===== src/rtl/cpu_pkg.sv =====
// Shared widths, halt sentinel and FSM state encoding for the instruction fetch controller.
package cpu_pkg;
  localparam int unsigned INST_W_DEF = 32;
  localparam int unsigned PC_W_DEF   = 5;
  localparam logic [31:0] HALT_WORD_DEF = 32'hFFFF_FFFF;

  typedef enum logic [1:0] {
    S_IDLE  = 2'd0,
    S_FETCH = 2'd1,
    S_ISSUE = 2'd2,
    S_HALT  = 2'd3
  } fetch_state_e;
endpackage


===== src/rtl/imem_sync.sv =====
// Instruction store: one write port, one synchronous read port (data valid one cycle after address).
// Contents are never reset; read returns the old word when read and write hit the same address.
module imem_sync #(
  parameter int unsigned DW = 32,
  parameter int unsigned AW = 5
) (
  input  logic          clk,
  input  logic          we,
  input  logic [AW-1:0] waddr,
  input  logic [DW-1:0] wdata,
  input  logic [AW-1:0] raddr,
  output logic [DW-1:0] rdata
);
  logic [DW-1:0] mem_q [2**AW];
  logic [DW-1:0] rdata_q;

  always_ff @(posedge clk) begin
    if (we) mem_q[waddr] <= wdata;
    rdata_q <= mem_q[raddr];
  end

  assign rdata = rdata_q;
endmodule


===== src/rtl/inst_fetch_ctrl.sv =====
// Fetch controller: run in IDLE -> inst_valid two cycles later, one instruction per two cycles.
// inst/inst_valid hold until inst_ready; redirects restart fetch; the halt word parks the FSM in HALT.
module inst_fetch_ctrl
  import cpu_pkg::*;
#(
  parameter int unsigned      INST_W    = INST_W_DEF,
  parameter int unsigned      PC_W      = PC_W_DEF,
  parameter logic [INST_W-1:0] HALT_WORD = INST_W'(HALT_WORD_DEF)
) (
  input  logic              clk,
  input  logic              rst,
  input  logic              run,
  input  logic              load_en,
  input  logic [PC_W-1:0]   load_addr,
  input  logic [INST_W-1:0] load_data,
  output logic [INST_W-1:0] inst,
  output logic              inst_valid,
  input  logic              inst_ready,
  input  logic              redirect_en,
  input  logic [PC_W-1:0]   redirect_pc,
  output logic [PC_W-1:0]   pc,
  output logic              halted,
  output logic [15:0]       issued_cnt
);
  fetch_state_e      state_q, state_d;
  logic [PC_W-1:0]   pc_q, pc_d;
  logic [INST_W-1:0] inst_q, inst_d;
  logic              inst_valid_q, inst_valid_d;
  logic [15:0]       cnt_q, cnt_d;
  logic [INST_W-1:0] rdata;
  logic              mem_we;
  logic              fire;

  // Read address tracks the next pc so the word for pc_q is ready during FETCH.
  imem_sync #(.DW(INST_W), .AW(PC_W)) u_imem (
    .clk   (clk),
    .we    (mem_we & ~rst),
    .waddr (load_addr),
    .wdata (load_data),
    .raddr (pc_d),
    .rdata (rdata)
  );

  assign fire = inst_valid_q & inst_ready;

  always_comb begin
    state_d      = state_q;
    pc_d         = pc_q;
    inst_d       = inst_q;
    inst_valid_d = inst_valid_q;
    cnt_d        = cnt_q;
    mem_we       = 1'b0;
    case (state_q)
      S_IDLE: begin
        mem_we = load_en;
        if (run) state_d = S_FETCH;
      end
      S_FETCH: begin
        if (redirect_en) begin
          pc_d = redirect_pc;
        end else begin
          state_d      = S_ISSUE;
          inst_d       = rdata;
          inst_valid_d = (rdata != HALT_WORD);
        end
      end
      S_ISSUE: begin
        if (fire) begin
          inst_valid_d = 1'b0;
          if (cnt_q != 16'hFFFF) cnt_d = cnt_q + 16'd1;
          if (redirect_en) begin
            pc_d    = redirect_pc;
            state_d = S_FETCH;
          end else begin
            pc_d    = pc_q + PC_W'(1);
            state_d = run ? S_FETCH : S_IDLE;
          end
        end else if (redirect_en) begin
          inst_valid_d = 1'b0;
          pc_d         = redirect_pc;
          state_d      = S_FETCH;
        end else if (inst_q == HALT_WORD) begin
          state_d = S_HALT;
        end
      end
      S_HALT: inst_valid_d = 1'b0;
      default: state_d = S_IDLE;
    endcase
  end

  always_ff @(posedge clk) begin
    if (rst) begin
      state_q      <= S_IDLE;
      pc_q         <= '0;
      inst_q       <= '0;
      inst_valid_q <= 1'b0;
      cnt_q        <= '0;
    end else begin
      state_q      <= state_d;
      pc_q         <= pc_d;
      inst_q       <= inst_d;
      inst_valid_q <= inst_valid_d;
      cnt_q        <= cnt_d;
    end
  end

  assign inst       = inst_q;
  assign inst_valid = inst_valid_q;
  assign pc         = pc_q;
  assign halted     = (state_q == S_HALT);
  assign issued_cnt = cnt_q;
endmodule


===== config.mk =====
export PLATFORM = sky130hd
export DESIGN_NAME = inst_fetch_ctrl
export DESIGN_NICKNAME = d
export VERILOG_FILES = /design/src/rtl/cpu_pkg.sv /design/src/rtl/imem_sync.sv /design/src/rtl/inst_fetch_ctrl.sv
export SDC_FILE = /design/constraint.sdc
export NUM_CORES = 1
export LEC_CHECK = 0
export BUFFER_PORTS_ARGS = -buffer_cell sky130_fd_sc_hd__buf_2
export CAP_MARGIN = 20
export CORE_ASPECT_RATIO = 1.4
export CORE_MARGIN = 5
export CORE_UTILIZATION = 61
export DETAILED_ROUTE_END_ITERATION = 10
export GPL_TIMING_DRIVEN = 1
export PLACE_DENSITY_LB_ADDON = 0.3
export SYNTH_ARGS = -nofsm -noshare
export SYNTH_HDL_FRONTEND = slang
export SYNTH_HIERARCHICAL = 1
export SYNTH_SLANG_ARGS = --single-unit

===== constraint.sdc =====
create_clock -name clk -period 4.25 [get_ports clk]
set_clock_uncertainty 0.05 [all_clocks]
set_input_delay 0.2125 -clock clk [delete_from_list [all_inputs] [get_ports clk]]
set_output_delay 0.2125 -clock clk [all_outputs]
set_load 0.1 [all_outputs]

==> impl_metrics.toml <==
[outcome]
run_status = "finished clean"

[floorplanning]
ioPinCount = 103
dieArea_sq_um = 76500
std_cell_rows = 115
die_y_um = 325
initial_core_util_pct = 61.5
dieWidth_um = 235
core_sq_um = 70400

[worst_setup_path]
startpoint_type = "flip-flop"
worstRegToRegCells = 11
cp.arrival_ns = 4.15
r2r-start = "state_q[1]$_SDFFE_PP0P_"
regToRegEndpoint = "u_imem/rdata[17]$_DFF_P_"
path_max_fanout = 28
ff2ff_setup_slack_ns = 0.56
critPathCaptureType = "flip-flop"
worst_ep_required_time_ns = 4.72
worstSetupPathType = "flip-flop to flip-flop"

[synthesis]
ys_seq_elements = 1112
syn_area_sq_um = 43300
yosys.area.top_type = "edfxtp_1"
yosys_warnings = 6
syn_nets = 2666
async_flop_share_pct = 0
ys_types = 59
synth_top_area_share_pct = 71.0
syn_inst = 2612
ys_seq_area_share_pct = 75.1
yosys-top-cells-area = "edfxtp_1 (71%), mux2i_1 (12%), dfxtp_1 (4.1%)"
synth-edff-count = 1024
syn_avg_cell_area_sq_um = 16.6
synthFlopType = "edfxtp_1"

[place]
dp_cells = 3585
dp_hpwl_mm = 60.2
numPortBuffers = 102
gp_congestion = 0.847
pre_cts_ws_ns = 0.631

[route]
via_count = 24500
firstDrtPassIters = 6
wl_mm = 106
ant_nets = 0
drt_iter0_drc = 2645
vias_per_cell = 6.44
drcViolationCount = 0
wl_per_cell_um = 27.9

[clock_tree]
clkLatencyLatePin_ns = 0.66
tritoncts = "built"
clock_path_buffers = 3
cts_made_buffers = 96
clk_pin_slew_ns = 0.07
cts_sinks = 1112
ctsHtreeMaxLevel = 3
cts_root_buf = "clkbuf_16"
post_cts_buffers = 0

[flow_run]
cap_violations = 0

[hold_path]
holdCritPathClass = "input port to flip-flop"
min-delay-start = "load_data[8]"
min_path_cells = 1
holdPathEnd = "u_imem/mem_q[30][8]$_DFFE_PP_"

[global_routing]
grt_start_max_net_pins = 85
grt_pass1_wl_mm = 156
grt_pass1_vias = 24600
gr-total-overflow = 0
grt_usage_pct = 27.2
grt_antenna_before_repair = 5

[cells_and_area]
final_cell_mix = "edfxtp_1 (1024), mux2i_1 (513), nand2_1 (171), a21oi_1 (151), nand3_1 (106)"
nFillCells = 4290
multiInputGateArea_sq_um = 10200
final_layout_size_suffix_gt1_share_pct = 13.3
layout.nets = 2828
regArea_sq_um = 32500
final_cells = 3798
final_common_cell = "edfxtp_1"
area_growth_pct = 13.0

[sta]
rsz0062_at_grt = "false"
finalSetupViolCount = 0
maxSlewViolCount = 0
finalHoldViolCount = 0
setup_slack_ns = 0.564
min_period_ns = 3.69
setup_tns_ns = 0
max_freq_ghz = 0.271
fin_crit_sh_pct = 86.7
worstMarginPinSlew_ns = 0.939
relSlewSlack_pct = 37.4

[power_and_ir_drop]
leakagePower_nw = 15.1
p_per_area_nw_per_um2 = 488
ir_drop_mv = 0.324
-- where the power goes --
| group | internal (W) | switching, W |
|---|---|---|
| Clock | 0.00504 | 0.00370 |
| Sequential | 0.0122 | 0.000330 |
| Combinational | 0.000828 | 0.00180 |
-- logic make-up after synthesis --
group / count (synthesis) / synth area share [%]
and+or+nand+nor: 430 / 4.83
adders and majority gates: 6 / 0.173
buffers and inverters: 161 / 2.08
DFF: 1112 / 75.1
AOI/OAI and AO/OA: 390 / 5.98
muxes: 513 / 11.9
-- repair_timing --
item | in CTS | in global routing
gates resized for setup | 0 | 0
hold endpoints to repair | 632 | 0
hold buffers | 26 | 0
endpoints found under the setup margin | 0 | 0
-- state kept, by name, indices dropped and copies added, names as in the netlist --
| name | count |
|---|---|
| u_imem/mem_q | 1024 |
| issued_cnt | 16 |
| state_q | 2 |
| u_imem/rdata | 32 |
| pc | 5 |
| inst_valid | 1 |
| inst | 32 |
-- per-stage QoR --
stage / cell area, sq um / hold WS, ns / power [W] / util [%]
4_1_cts: 48900 / 0.00406 / 0.0240 / 69.5
5_1_grt: 48900 / 0.0343 / 0.0247 / 69.6
3_5_place_dp: 45500 / 0.410 / 0.0153 / 64.6
2_1_floorplan: 43300 / 0.261 / 0.0142 / -
6_report: 48900 / 0.0325 / 0.0239 / 69.6
3_3_place_gp: 45500 / 0.408 / 0.0152 / 64.6
-- per-layer routing --
layer,part of all wire [%],GRT usage (%),vias up
met5,0,0,-
met4,3.6,9.51,0
met3,8.1,4.10,247
met2,52,48.2,1314
met1,36,34.5,12300
li1,-,-,10600
-- area by class of cell --
cell class,count,area share (%)
Antenna cell,5,0.0256
Clock buffer,143,5.63
Clock inverter,38,0.864
Inverter,14,0.107
Multi-Input combinational cell,1339,20.8
Sequential cell,1112,66.4
Tap cell,936,2.39
Timing Repair Buffer,211,3.78
-- worst max-delay path, cell delays in order, from the launching register on --
cell	delay [ns]
dfxtp_1	0.36
inv_1	0.10
ha_1	0.34
and4bb_2	0.32
a221o_1	0.34
a21oi_1	0.50
and2_4	0.47
buf_4	0.43
a22o_1	0.21
nor3_1	0.04
a31oi_1	0.24
nand3_1	0.10
-- worst max path at each step --
| stage | from | to | slack, ns | cells after the start |
|---|---|---|---|---|
| 2_1_floorplan | state_q[0]$_SDFFE_PP0P_ | u_imem/mem_q[12][0]$_DFFE_PP_ | 0.99 | 7 |
| 3_3_place_gp | state_q[1]$_SDFFE_PP0P_ | u_imem/rdata[17]$_DFF_P_ | 0.73 | 11 |
| 3_5_place_dp | state_q[1]$_SDFFE_PP0P_ | u_imem/rdata[17]$_DFF_P_ | 0.63 | 11 |
| 4_1_cts | state_q[1]$_SDFFE_PP0P_ | u_imem/rdata[17]$_DFF_P_ | 0.62 | 11 |
| 5_1_grt | state_q[1]$_SDFFE_PP0P_ | u_imem/rdata[17]$_DFF_P_ | 0.38 | 11 |
| 6_report | state_q[1]$_SDFFE_PP0P_ | u_imem/rdata[17]$_DFF_P_ | 0.56 | 11 |
-- synth_stat cells, drive strengths merged (20+ instances only) --
| master | count |
|---|---|
| a22o | 64 |
| dfxtp | 88 |
| a22oi | 97 |
| a31oi | 34 |
| mux2i | 513 |
| buf | 84 |
| clkbuf | 63 |
| nor2 | 41 |
| nand3 | 106 |
| nand2 | 172 |
| nand4 | 20 |
| edfxtp | 1024 |
| a21oi | 151 |
| nor3 | 37 |
Power figures use the tool's default switching activity.
